==> config.mk <==
export PLATFORM = sky130hd
export DESIGN_NAME = seq_divider
export DESIGN_NICKNAME = d
export VERILOG_FILES = /design/src/rtl/seq_arith_pkg.sv /design/src/rtl/div_step.sv /design/src/rtl/seq_divider.sv
export SDC_FILE = /design/constraint.sdc
export NUM_CORES = 1
export LEC_CHECK = 0
export CORE_MARGIN = 10
export CORE_UTILIZATION = 54
export DETAILED_ROUTE_END_ITERATION = 7
export MAX_ROUTING_LAYER = met4
export PLACE_DENSITY = 0.81
export SLEW_MARGIN = 20
export SYNTH_ARGS = -nofsm -noshare
export SYNTH_HDL_FRONTEND = slang
export SYNTH_HIERARCHICAL = 1
export SYNTH_SLANG_ARGS = --single-unit
==> constraint.sdc <==
create_clock -name clk -period 3.25 [get_ports clk]
set_input_delay 0.325 -clock clk [delete_from_list [all_inputs] [get_ports clk]]
set_output_delay 0.325 -clock clk [all_outputs]
set_load 0.1 [all_outputs]
==> src/rtl/seq_arith_pkg.sv <==
// ----------------------------------------------------------------------------
// seq_arith_pkg: shared width default and divider state type. Rev 1.0
// ----------------------------------------------------------------------------
`default_nettype none

package seq_arith_pkg;

   localparam int DEF_WIDTH = 16;

   typedef enum logic [1:0] {
      IDLE = 2'd0,
      RUN  = 2'd1,
      DONE = 2'd2
   } div_state_e;

endpackage

`default_nettype wire

==> src/rtl/div_step.sv <==
// ----------------------------------------------------------------------------
// div_step: one restoring-division iteration (shift, compare, subtract). Rev 1.0
// ----------------------------------------------------------------------------
`default_nettype none

module div_step
   import seq_arith_pkg::*;
#(
   parameter int WIDTH = DEF_WIDTH
) (
   input  logic [WIDTH-1:0] rem_i,
   input  logic             bit_i,
   input  logic [WIDTH-1:0] divisor_i,
   output logic [WIDTH-1:0] rem_o,
   output logic             qbit_o
);

   logic [WIDTH:0] shifted;

   assign shifted = {rem_i, bit_i};

   // The difference always fits in WIDTH bits because it is below the divisor.
   assign qbit_o = shifted[WIDTH] | (shifted[WIDTH-1:0] >= divisor_i);
   assign rem_o  = qbit_o ? (shifted[WIDTH-1:0] - divisor_i) : shifted[WIDTH-1:0];

endmodule

`default_nettype wire

==> src/rtl/seq_divider.sv <==
// ----------------------------------------------------------------------------
// seq_divider: unsigned 2W/W restoring divider, one quotient bit per cycle. Rev 1.0
// ----------------------------------------------------------------------------
`default_nettype none

module seq_divider
   import seq_arith_pkg::*;
#(
   parameter int WIDTH = DEF_WIDTH
) (
   input  logic               clk,
   input  logic               reset,
   input  logic               start,
   input  logic [2*WIDTH-1:0] dividend,
   input  logic [WIDTH-1:0]   divisor,
   output logic               busy,
   output logic               done,
   output logic [WIDTH-1:0]   quotient,
   output logic [WIDTH-1:0]   remainder,
   output logic               dbz,
   output logic               ovf
);

   localparam int              CNT_W     = (WIDTH > 1) ? $clog2(WIDTH) : 1;
   localparam logic [CNT_W-1:0] LAST_ITER = CNT_W'(WIDTH - 1);

   div_state_e       state_q;
   logic [WIDTH-1:0] rem_q;
   logic [WIDTH-1:0] work_q;
   logic [WIDTH-1:0] divisor_q;
   logic [CNT_W-1:0] iter_q;
   logic             dbz_pend_q;
   logic             ovf_pend_q;

   logic             busy_q;
   logic             done_q;
   logic             dbz_q;
   logic             ovf_q;
   logic [WIDTH-1:0] quotient_q;
   logic [WIDTH-1:0] remainder_q;

   logic [WIDTH-1:0] rem_d;
   logic             qbit_d;
   logic             start_dbz;
   logic             start_ovf;

   assign start_dbz = (divisor == '0);
   assign start_ovf = !start_dbz && (dividend[2*WIDTH-1:WIDTH] >= divisor);

   div_step #(
      .WIDTH (WIDTH)
   ) u_step (
      .rem_i     (rem_q),
      .bit_i     (work_q[WIDTH-1]),
      .divisor_i (divisor_q),
      .rem_o     (rem_d),
      .qbit_o    (qbit_d)
   );

   // work_q holds the unconsumed low dividend bits and fills with quotient bits.
   always_ff @(posedge clk) begin
      if (reset) begin
         state_q     <= IDLE;
         rem_q       <= '0;
         work_q      <= '0;
         divisor_q   <= '0;
         iter_q      <= '0;
         dbz_pend_q  <= 1'b0;
         ovf_pend_q  <= 1'b0;
         busy_q      <= 1'b0;
         done_q      <= 1'b0;
         dbz_q       <= 1'b0;
         ovf_q       <= 1'b0;
         quotient_q  <= '0;
         remainder_q <= '0;
      end else begin
         busy_q <= (state_q == RUN);
         done_q <= (state_q == DONE);
         case (state_q)
            IDLE: begin
               if (start) begin
                  rem_q      <= dividend[2*WIDTH-1:WIDTH];
                  work_q     <= dividend[WIDTH-1:0];
                  divisor_q  <= divisor;
                  iter_q     <= '0;
                  dbz_pend_q <= start_dbz;
                  ovf_pend_q <= start_ovf;
                  state_q    <= (start_dbz || start_ovf) ? DONE : RUN;
               end
            end
            RUN: begin
               rem_q  <= rem_d;
               work_q <= {work_q[WIDTH-2:0], qbit_d};
               iter_q <= iter_q + CNT_W'(1);
               if (iter_q == LAST_ITER) begin
                  state_q <= DONE;
               end
            end
            DONE: begin
               // Error operations never shifted, so work_q still holds the low dividend half.
               quotient_q  <= (dbz_pend_q || ovf_pend_q) ? '1 : work_q;
               remainder_q <= (dbz_pend_q || ovf_pend_q) ? work_q : rem_q;
               dbz_q       <= dbz_pend_q;
               ovf_q       <= ovf_pend_q;
               state_q     <= IDLE;
            end
            default: state_q <= IDLE;
         endcase
      end
   end

   assign busy      = busy_q;
   assign done      = done_q;
   assign quotient  = quotient_q;
   assign remainder = remainder_q;
   assign dbz       = dbz_q;
   assign ovf       = ovf_q;

endmodule

`default_nettype wire

==> impl_metrics.yaml <==
outcome:
  status: "finished, final reports clean"
timing:
  report.final.slew_viol_count: 0
  fin_setup_tns_ns: 0
  max_freq_mhz: 343
  tightest_slew_ns: 1.00
  setup-violations-final: 0
  fin_crit_sh_pct: 89.6
  layout_min_cycle_time_ns: 2.91
  hold_viol_final: 0
  relSlewSlack_pct: 33.1
  fin_skew_ns: 0.00820
  rsz0062_at_grt: "false"
floorplan:
  core_area_mm2: 0.00973
  start_util_pct: 55.2
  fp.dieH_um: 120
  fp.dieW_um: 120
  rows: 36
  dieArea_mm2: 0.0143
  ios: 87
detailed_routing:
  drc_errors: 0
  ant_nets: 0
  via_count: 5048
  dr.pass1.iters: 5
  drt_wl_total_mm: 15.1
  post_drt_wl_per_cell_um: 17.5
  drtIter0Drc: 437
  vias_per_cell: 5.82
power_and_ir_drop:
  peakVddDrop_mv: 0.400
  p_per_area_mw_per_mm2: 642
  p_leak_nw: 2.54
synth:
  synth_enable_flop_cells: 0
  synthArstFlopShare_pct: 0
  yosys_most_used_dff: "dfxtp_1"
  syn_area_per_cell_um2: 7.96
  yosys_warnings: 6
  synth_seq_cells: 92
  synth_nets: 760
  synth_cell_type_count: 66
  synth_area_mm2: 0.00537
  yosysSeqAreaShare_pct: 34.3
  synthCells: 675
min_path:
  min_to: "divisor_q[2]$_SDFFE_PP0P_"
  min_path_type: "reg -> reg"
  min_path_cells: 2
  min_from: "divisor_q[2]$_SDFFE_PP0P_"
cts:
  holdBufCountCts: 0
  cts_setup_buffers: 0
  cts_tree: "built"
  cts_resized: 0
  clkTransAtPathRegs_ns: 0.09
  cts.path.max_buffers: 2
  h-tree-depth: 3
  clk-insertion-delay-late_ns: 0.37
  clockRootBuffer: "clkbuf_8"
  cts_sinks: 92
  cts_buffers: 9
setup_path:
  r2r_cells: 12
  startpoint_type: "register"
  required_ns: 3.47
  r2r-start: "work_q[15]$_SDFFE_PP0P_"
  r2r_slack_ns: 0.34
  timing.rr.end: "rem_q[6]$_SDFFE_PP0P_"
  cp_max_fo: 15
  cp.arrival_ns: 3.13
  end_kind: "register"
  worst-setup-path-type: "reg -> reg"
cells_and_area:
  area_growth_pct: 19.0
  finalNetCount: 815
  drive_gt1_share_pct: 8.04
  fin_area_mm2: 0.00639
  n_fill_cell: 885
  n_antenna_cell: 0
global_route:
  grt_pass1_wl_mm: 25.3
  grt_pass1_vias: 5075
  overflow: 0
  grt_max_degree: 42
  antenna_found_initial: 0
  grt_usage_pct: 21.7
placement:
  hpwl_mm: 11.7
  place.gp.congestion: 0.939
  port_buffers: 86
  placed_cell_area_mm2: 0.00617
run:
  max_cap_viol_count: 0
[synthesized netlist by cell type (5+ instances only)]
cell type	number	area share [%]
nand2_1	128	8.9
nor2b_1	5	0.58
a21oi_1	36	3.4
inv_1	39	2.7
nor4_1	6	0.70
xnor2_1	7	1.1
a211oi_1	7	0.98
o21ai_0	26	2.4
buf_2	20	1.9
mux2_2	5	1.0
o22ai_1	17	2.0
ha_1	33	7.7
clkbuf_1	17	1.2
dfxtp_1	92	34
a21o_1	5	0.70
nor2_1	91	6.4
mux2_4	7	2.0
buf_4	6	0.84
nand4_1	6	0.70
a311oi_1	48	7.8
[layout make-up]
| cell class | count | area, um2 | area share [%] |
|---|---|---|---|
| clock buffer | 9 | 124 | 1.94 |
| clock inverter | 6 | 96.3 | 1.51 |
| inverter | 40 | 153 | 2.39 |
| multi-input combinational | 493 | 3080 | 48.2 |
| sequential | 92 | 1840 | 28.8 |
| tap | 133 | 166 | 2.60 |
| timing repair buffer | 94 | 928 | 14.5 |
[metal layers]
layer	routed length (um)	track usage (%)	part of all wire [%]
met5	0	-	0
met4	176	5.58	1.2
met3	893	4.41	5.9
met2	7030	33.9	46
met1	7040	28.1	47
[registers in the layout (all words and copies together) (netlist names)]
signal and cells:
divisor_q 16, state_q 2, remainder 16, ovf_pend_q 1
work_q 16, quotient 16, dbz_pend_q 1, ovf 1
done 1, busy 1, rem_q 16, dbz 1
iter_q 4
[cell usage in the layout (no fill, tap or decap), types with 9 or more instances in the layout]
cell type / instances
a21oi_1: 36
a311oi_1: 48
clkbuf_8: 9
clkdlybuf4s50_1: 85
dfxtp_1: 92
ha_1: 33
inv_1: 39
nand2_1: 128
nor2_1: 91
o21ai_0: 26
o22ai_1: 17
[critical path: stages, from the launching register on]
cell      delay [ns]
dfxtp_1         0.38
inv_1           0.07
ha_1            0.23
fa_1            0.40
nand2b_1        0.18
a21oi_1         0.20
nor2_1          0.09
o31ai_2         0.37
a21oi_4         0.13
inv_4           0.22
mux2_2          0.36
nand2_1         0.06
a311oi_1        0.08
[logic make-up (layout without fill, tap and decap cells)]
group | Yosys count | in the layout | synth area share (%)
multiplexers | 16 | 16 | 3.75
adder cells (fa/ha/maj) | 34 | 34 | 8.06
AO/OA/AOI/OAI | 173 | 173 | 23.6
flip-flops | 92 | 92 | 34.3
buffers and inverters | 90 | 149 | 8.48
XOR/XNOR | 10 | 10 | 1.63
AND/OR/NAND/NOR | 260 | 260 | 20.1
[worst max path at each step]
stage / start / to / slack, ns / cells past startpoint
global route: work_q[15]$_SDFFE_PP0P_ / rem_q[6]$_SDFFE_PP0P_ / 0.14 / 12
floorplan: work_q[15]$_SDFFE_PP0P_ / rem_q[10]$_SDFFE_PP0P_ / 0.58 / 13
finish: work_q[15]$_SDFFE_PP0P_ / rem_q[6]$_SDFFE_PP0P_ / 0.34 / 12
detailed placement: work_q[15]$_SDFFE_PP0P_ / rem_q[4]$_SDFFE_PP0P_ / 0.35 / 12
global placement: work_q[15]$_SDFFE_PP0P_ / rem_q[6]$_SDFFE_PP0P_ / 0.42 / 12
CTS: work_q[15]$_SDFFE_PP0P_ / rem_q[6]$_SDFFE_PP0P_ / 0.34 / 12
[stage by stage]
step	utilization, %	hold WS (ns)	setup slack [ns]	power (W)	instances
finish	65.7	0.464	0.338	0.00410	867
detailed placement	63.4	0.451	0.354	0.00324	852
global placement	63.4	0.445	0.423	0.00321	852
floorplan	-	0.436	0.578	0.00286	675
CTS	65.7	0.464	0.337	0.00410	867
global route	65.7	0.485	0.143	0.00435	867
[power breakdown]
group	switching, W	total (W)	internal, W
combinational	0.00113	0.00185	0.000720
clock	0.000427	0.000867	0.000440
sequential	0.000129	0.00139	0.00126
total	0.00168	0.00410	0.00242
Power figures use the tool's default switching activity.
